## src/rtl/inst_prefetch_buf.sv

```systemverilog
// Four-entry instruction/PC+4 FIFO between fetch and decode; a pushed entry is visible one cycle later.
// Backpressure: in_ready drops when full (no pop-to-push bypass); flush and reset empty the buffer in one edge.
module inst_prefetch_buf #(
    parameter int DEPTH = 4
) (
    input  logic        clock,
    input  logic        reset,
    input  logic        in_valid,
    input  logic [31:0] in_instruction,
    input  logic [31:0] in_pc_plus_4,
    output logic        in_ready,
    output logic        out_valid,
    output logic [31:0] out_instruction,
    output logic [31:0] out_pc_plus_4,
    input  logic        out_ready,
    input  logic        flush,
    output logic [2:0]  count
);

    typedef struct packed {
        logic [31:0] instr;
        logic [31:0] pc4;
    } entry_t;

    localparam logic [2:0] FULL_CNT = 3'(DEPTH);

    entry_t     r_mem [DEPTH];
    logic [1:0] r_head;
    logic [1:0] r_tail;
    logic [2:0] r_count;

    logic   w_push;
    logic   w_pop;
    entry_t w_head_ent;

    assign in_ready   = (r_count != FULL_CNT);
    assign out_valid  = (r_count != 3'd0);
    assign w_push     = in_valid && in_ready;
    assign w_pop      = out_valid && out_ready;
    assign w_head_ent = r_mem[r_head];

    // Gate the head data so decode never sees stale words from an empty buffer.
    assign out_instruction = out_valid ? w_head_ent.instr : 32'h0;
    assign out_pc_plus_4   = out_valid ? w_head_ent.pc4   : 32'h0;
    assign count           = r_count;

    always_ff @(posedge clock) begin
        if (reset) begin
            r_head  <= 2'd0;
            r_tail  <= 2'd0;
            r_count <= 3'd0;
            for (int i = 0; i < DEPTH; i++) begin
                r_mem[i] <= '0;
            end
        end else if (flush) begin
            r_head  <= 2'd0;
            r_tail  <= 2'd0;
            r_count <= 3'd0;
        end else begin
            if (w_push) begin
                r_mem[r_tail] <= '{instr: in_instruction, pc4: in_pc_plus_4};
                r_tail        <= r_tail + 2'd1;
            end
            if (w_pop) begin
                r_head <= r_head + 2'd1;
            end
            if (w_push && !w_pop) begin
                r_count <= r_count + 3'd1;
            end else if (w_pop && !w_push) begin
                r_count <= r_count - 3'd1;
            end
        end
    end

endmodule

```

## config.mk

```make
export PLATFORM = sky130hd
export DESIGN_NAME = inst_prefetch_buf
export DESIGN_NICKNAME = d
export VERILOG_FILES = /design/src/rtl/inst_prefetch_buf.sv
export SDC_FILE = /design/constraint.sdc
export NUM_CORES = 1
export LEC_CHECK = 0
export BUFFER_PORTS_ARGS = -buffer_cell sky130_fd_sc_hd__buf_4
export CAP_MARGIN = 25
export CORE_MARGIN = 2
export CORE_UTILIZATION = 35
export DETAILED_ROUTE_END_ITERATION = 12
export GPL_ROUTABILITY_DRIVEN = 0
export SYNTH_ARGS = -nofsm -noshare
export SYNTH_HDL_FRONTEND = slang
export SYNTH_SLANG_ARGS = --single-unit
```

## constraint.sdc

```tcl
create_clock -name clock -period 3.2 [get_ports clock]
set_input_delay 0.8 -clock clock [delete_from_list [all_inputs] [get_ports clock]]
set_output_delay 0.8 -clock clock [all_outputs]
set_load 0.005 [all_outputs]
```

# --- Word-level counts from Yosys, hierarchy flattened ---
# Memory sizes are Yosys's and may differ from the RTL's. A register that Yosys moved wholly into a read port is not among the register bits.
# Cells that the tools add are included.
word_totals:
  mem_bits_rw: 256
  elab_cells: 34
  output_inout_bits: 69
  memories: 1
  inputBits: 69
  register_bits: 7
op_classes:
  n_reduce_logical: 10
  n_addsub: 4
  muxes: 15
  n_eq_ne: 1
memory_table:
  columns: ["memory", "words", "width", "rd", "rd_clocked_by_memory_dff", "wr", "line_no", "source"]
  rows:
  - ["r_mem", 4, 64, 1, 1, 4, "27", "entry_t r_mem [DEPTH];"]
op_table:
  columns: ["cell", "count"]
  rows:
  - ["32-bit 2-to-1 mux", 2]
  - ["64-bit 2-to-1 mux", 1]
  - ["64-bit OR reduction", 1]
  - ["1-bit 2-to-1 mux", 7]
  - ["2-bit 2-to-1 mux", 3]
  - ["3-bit 2-to-1 mux", 2]
  - ["2-bit by 1-bit adder with 2-bit output (second input constant)", 2]
  - ["1-bit logical AND", 4]
  - ["3-bit by 1-bit adder with 3-bit output (second input constant)", 1]
  - ["3-bit != test (second input constant)", 1]
  - ["3-bit nonzero test", 1]
  - ["3-bit by 1-bit subtractor with 3-bit output (second input constant)", 1]
  - ["1-bit logical NOT", 2]
  - ["2-bit nonzero test", 1]
  - ["2-bit OR reduction", 1]

# --- Depth between registers and ports, before layout ---
logic_depth:
  depth_word: 8
  ltp_mapped: 8
  ltp_nobuf: 8

# --- Least setup slack after synthesis ---
# Ideal clock, no wire load.
synth_path:
  path_type: "input to register"
  startpoint: "input in_valid"
  endpoint: "memory r_mem[3][0] in the netlist's numbering, enable pin"
  arrival_time_ps: 2500
  stages: 3
  n_path_buf: 0
  setup_slack_ps: 275
  required_time_ps: 2775
  cell_sequence: "inv_1 > nor2_1 > a41o_1"
synth_lines:
  columns: ["item", "line_no", "source"]
  rows:
  - ["start: declaration", "8", "input logic in_valid,"]
  - ["end: declaration", "27", null]

# --- Final worst setup path ---
layout_path:
  startpoint: "register r_count[0], in the netlist count[0]"
  endpoint: "output out_pc_plus_4[16]"
layout_via:
  elab_chain_len: 2
layout_rtl:
  columns: ["item", "line_no", "source"]
  rows:
  - ["start: declaration", "30", "logic [2:0] r_count;"]
  - ["start signal: assignment", "68", "r_count <= r_count + 3'd1;"]
  - ["start signal: assignment", "70", "r_count <= r_count - 3'd1;"]
  - ["3-bit nonzero test", "37", "assign out_valid = (r_count != 3'd0);"]
  - ["32-bit 2-to-1 mux", "44", "assign out_pc_plus_4 = out_valid ? w_head_ent.pc4 : 32'h0;"]
  - ["end: declaration", "14", "output logic [31:0] out_pc_plus_4,"]
# Every way passes these cells.

==> flow_metrics.env <==
export IMPL_die_area_mm2=0.0356
export IMPL_cts_inserted_buffers=29
export IMPL_fin_nets=946
export IMPL_diodes=0
export IMPL_cts_tree="built"
export IMPL_clock_sinks=265
export IMPL_clk_pin_slew_ns=0.05
export IMPL_drive_gt1_frac=0.298
export IMPL_arrival_ns=2.16
export IMPL_clkLatencyLatePin_ns=0.53
export IMPL_hold_path_class="register to register"
export IMPL_yosys_top_cells_area="edfxtp_1 (64%), and2_1 (17%), mux4_2 (12%)"
export IMPL_crit_type="register to output port"
export IMPL_vdd_ir_drop_max_uv=368
export IMPL_area_growth_pct=20.2
export IMPL_ys_flop_type="edfxtp_1"
export IMPL_synthArstFlopShare=0
export IMPL_syn_nets=810
export IMPL_cts_path_max_buffers=3
export IMPL_multi_input_area_mm2=0.00378
export IMPL_port_buffers=137
export IMPL_synth_most_common_cell="and2_1"
export IMPL_rsz0062_at_grt="false"
export IMPL_ys_seq_area_frac=0.658
export IMPL_fmax_mhz=337
export IMPL_wl_per_cell_um=19.6
export IMPL_yosys_warnings=0
export IMPL_placed_cells=1292
export IMPL_cts_root_buffer="clkbuf_16"
export IMPL_remaining_drc_errors=0
export IMPL_final_core_util=0.428
export IMPL_regArea_mm2=0.00788
export IMPL_fin_area_mm2=0.0144
export IMPL_die_w_um=189
export IMPL_via_per_inst=4.72
export IMPL_synth_cell_types=30
export IMPL_swShare=0.221
export IMPL_comb_power_share=0.100
export IMPL_grt_pass1_vias=6977
export IMPL_drv_slew=0
export IMPL_slew_headroom=0.498
export IMPL_overflow=0
export IMPL_dpl_instance_area_mm2=0.0135
export IMPL_cellLeakagePower_uw=0.00536
export IMPL_yosysTopAreaCell="edfxtp_1"
export IMPL_grtUsageTotal=0.151
export IMPL_crit_path_max_fanout=35
export IMPL_syn_area_mm2=0.0120
export IMPL_row_count=67
export IMPL_pre_cts_slack_ns=0.460
export IMPL_drt_total_wl_um=26400
export IMPL_setup_slack_ns=0.236
export IMPL_initial_core_util=0.356
export IMPL_internal_power_uw=6170
export IMPL_grt_max_degree=65
export IMPL_timing_final_crit_period_ns=2.96
export IMPL_synth_seq_cells=265
export IMPL_clockPowerShare=0.392
export IMPL_end_kind="output port"
export IMPL_grt_pass1_wl_um=40900
export IMPL_synth_common_cells="and2_1 (320), edfxtp_1 (256), mux4_2 (64)"
export IMPL_outcome="finished clean"
export IMPL_htree_levels=1
export IMPL_first_pass_iters=4
export IMPL_ant_nets=0
export IMPL_antenna_found_initial=0
export IMPL_synth_edff_count=256
export IMPL_core_mm2=0.0336
export IMPL_tightest_slew_ns=0.754
export IMPL_hpwl_um=14300
export IMPL_p_sw_uw=1750
export IMPL_cp_data_required_time_ns=2.40
export IMPL_filler_cell_count=3057
export IMPL_ios=138
export IMPL_min_period_over_period=0.926
export IMPL_dieHeight_um=189
export IMPL_final_setup_viol_count=0
export IMPL_drtIter0Drc=301
export IMPL_p_seq_frac=0.508
export IMPL_fin_skew_ns=0.0100
export IMPL_hold_violations=0
export IMPL_fin_cells=1344
export IMPL_cap_viol_max_count=0
export IMPL_vias=6340
export IMPL_synth_avg_cell_area_um2=16.2
export IMPL_tns_ns=0
export IMPL_startpoint_type="register"
export IMPL_syn_inst=739
export IMPL_yosysTopAreaCellShare=0.643
export IMPL_cellPowerDensity_mw_per_mm2=551
==> what timing repair did <==
action / CTS / global route
resized for setup: 1 / 0
setup buffers: 0 / 0
hold buffers: 0 / 0
setup endpoints to repair: 31 / 0
==> kinds of logic after synthesis <==
family                     Yosys count  synth area share
xor gates and xnor gates             4           0.00293
AOI/OAI and AO/OA                    9           0.00471
and+or+nand+nor                    341             0.181
buffers and inverters               53            0.0286
DFF                                265             0.658
muxes                               65             0.121
adders and majority gates            2           0.00272
==> power groups by stage <==
stage / clock network [µW] / registers, µW / logic [µW]
global placement: 0 / 4090 / 807
detailed placement: 0 / 4100 / 813
global route: 3300 / 4040 / 873
floorplan: 0 / 4080 / 408
finish: 3100 / 4020 / 790
CTS: 3170 / 4020 / 817
==> cells in the final DEF, fill, tap and decap left out, types with 3 or more instances in the layout <==
master / count
and2_1: 320
edfxtp_1: 256
buf_4: 145
mux4_2: 64
clkbuf_16: 29
clkbuf_1: 14
buf_12: 9
dfxtp_1: 7
nor2_1: 6
inv_1: 4
xor2_1: 4
or2_4: 3
o21ai_0: 3
or3_1: 3
a21oi_1: 3
==> routing by layer <==
layer / vias to the layer above / track usage / part of all wire
li1: 2953 / - / -
met1: 3208 / 0.196 / 0.43
met2: 143 / 0.263 / 0.50
met3: 36 / 0.0264 / 0.044
met4: 0 / 0.0358 / 0.022
met5: - / 0 / 0
==> worst max-delay path, stage by stage, from the launching register on <==
cell     delay (ns)
dfxtp_1        0.52
or3_4          0.43
buf_4          0.37
and2_1         0.19
buf_4          0.11
==> final timing paths <==
| path | endpoint | cells past startpoint | from | slack [ns] |
|---|---|---|---|---|
| hold / removal | r_head[0] | 2 | r_head[0] | 0.56 |
| setup reg to reg | count[2] | 9 | count[0] | 0.85 |
| setup / recovery | out_pc_plus_4[16] | 4 | count[0] | 0.24 |
| hold reg to reg | r_head[0] | 2 | r_head[0] | 0.56 |
==> area by class of cell <==
cell class / count / area share
clock inverter: 7 / 0.00435
timing repair buffer: 154 / 0.0883
tap: 448 / 0.0390
sequential: 265 / 0.548
inverter: 4 / 0.00104
clock buffer: 45 / 0.0561
multi-input combinational: 421 / 0.263
==> metrics by stage <==
stage / total power [µW] / hold slack (ns)
finish: 7910 / 0.558
global route: 8210 / 0.547
CTS: 8010 / 0.539
detailed placement: 4910 / 0.541
global placement: 4890 / 0.523
floorplan: 4490 / 0.485
==> registers in the layout, indices dropped and copies added, names as in the netlist, named ones only <==
register	count
r_mem	256
count	3
r_head	2
r_tail	2
(Power assumes the default switching activity.)
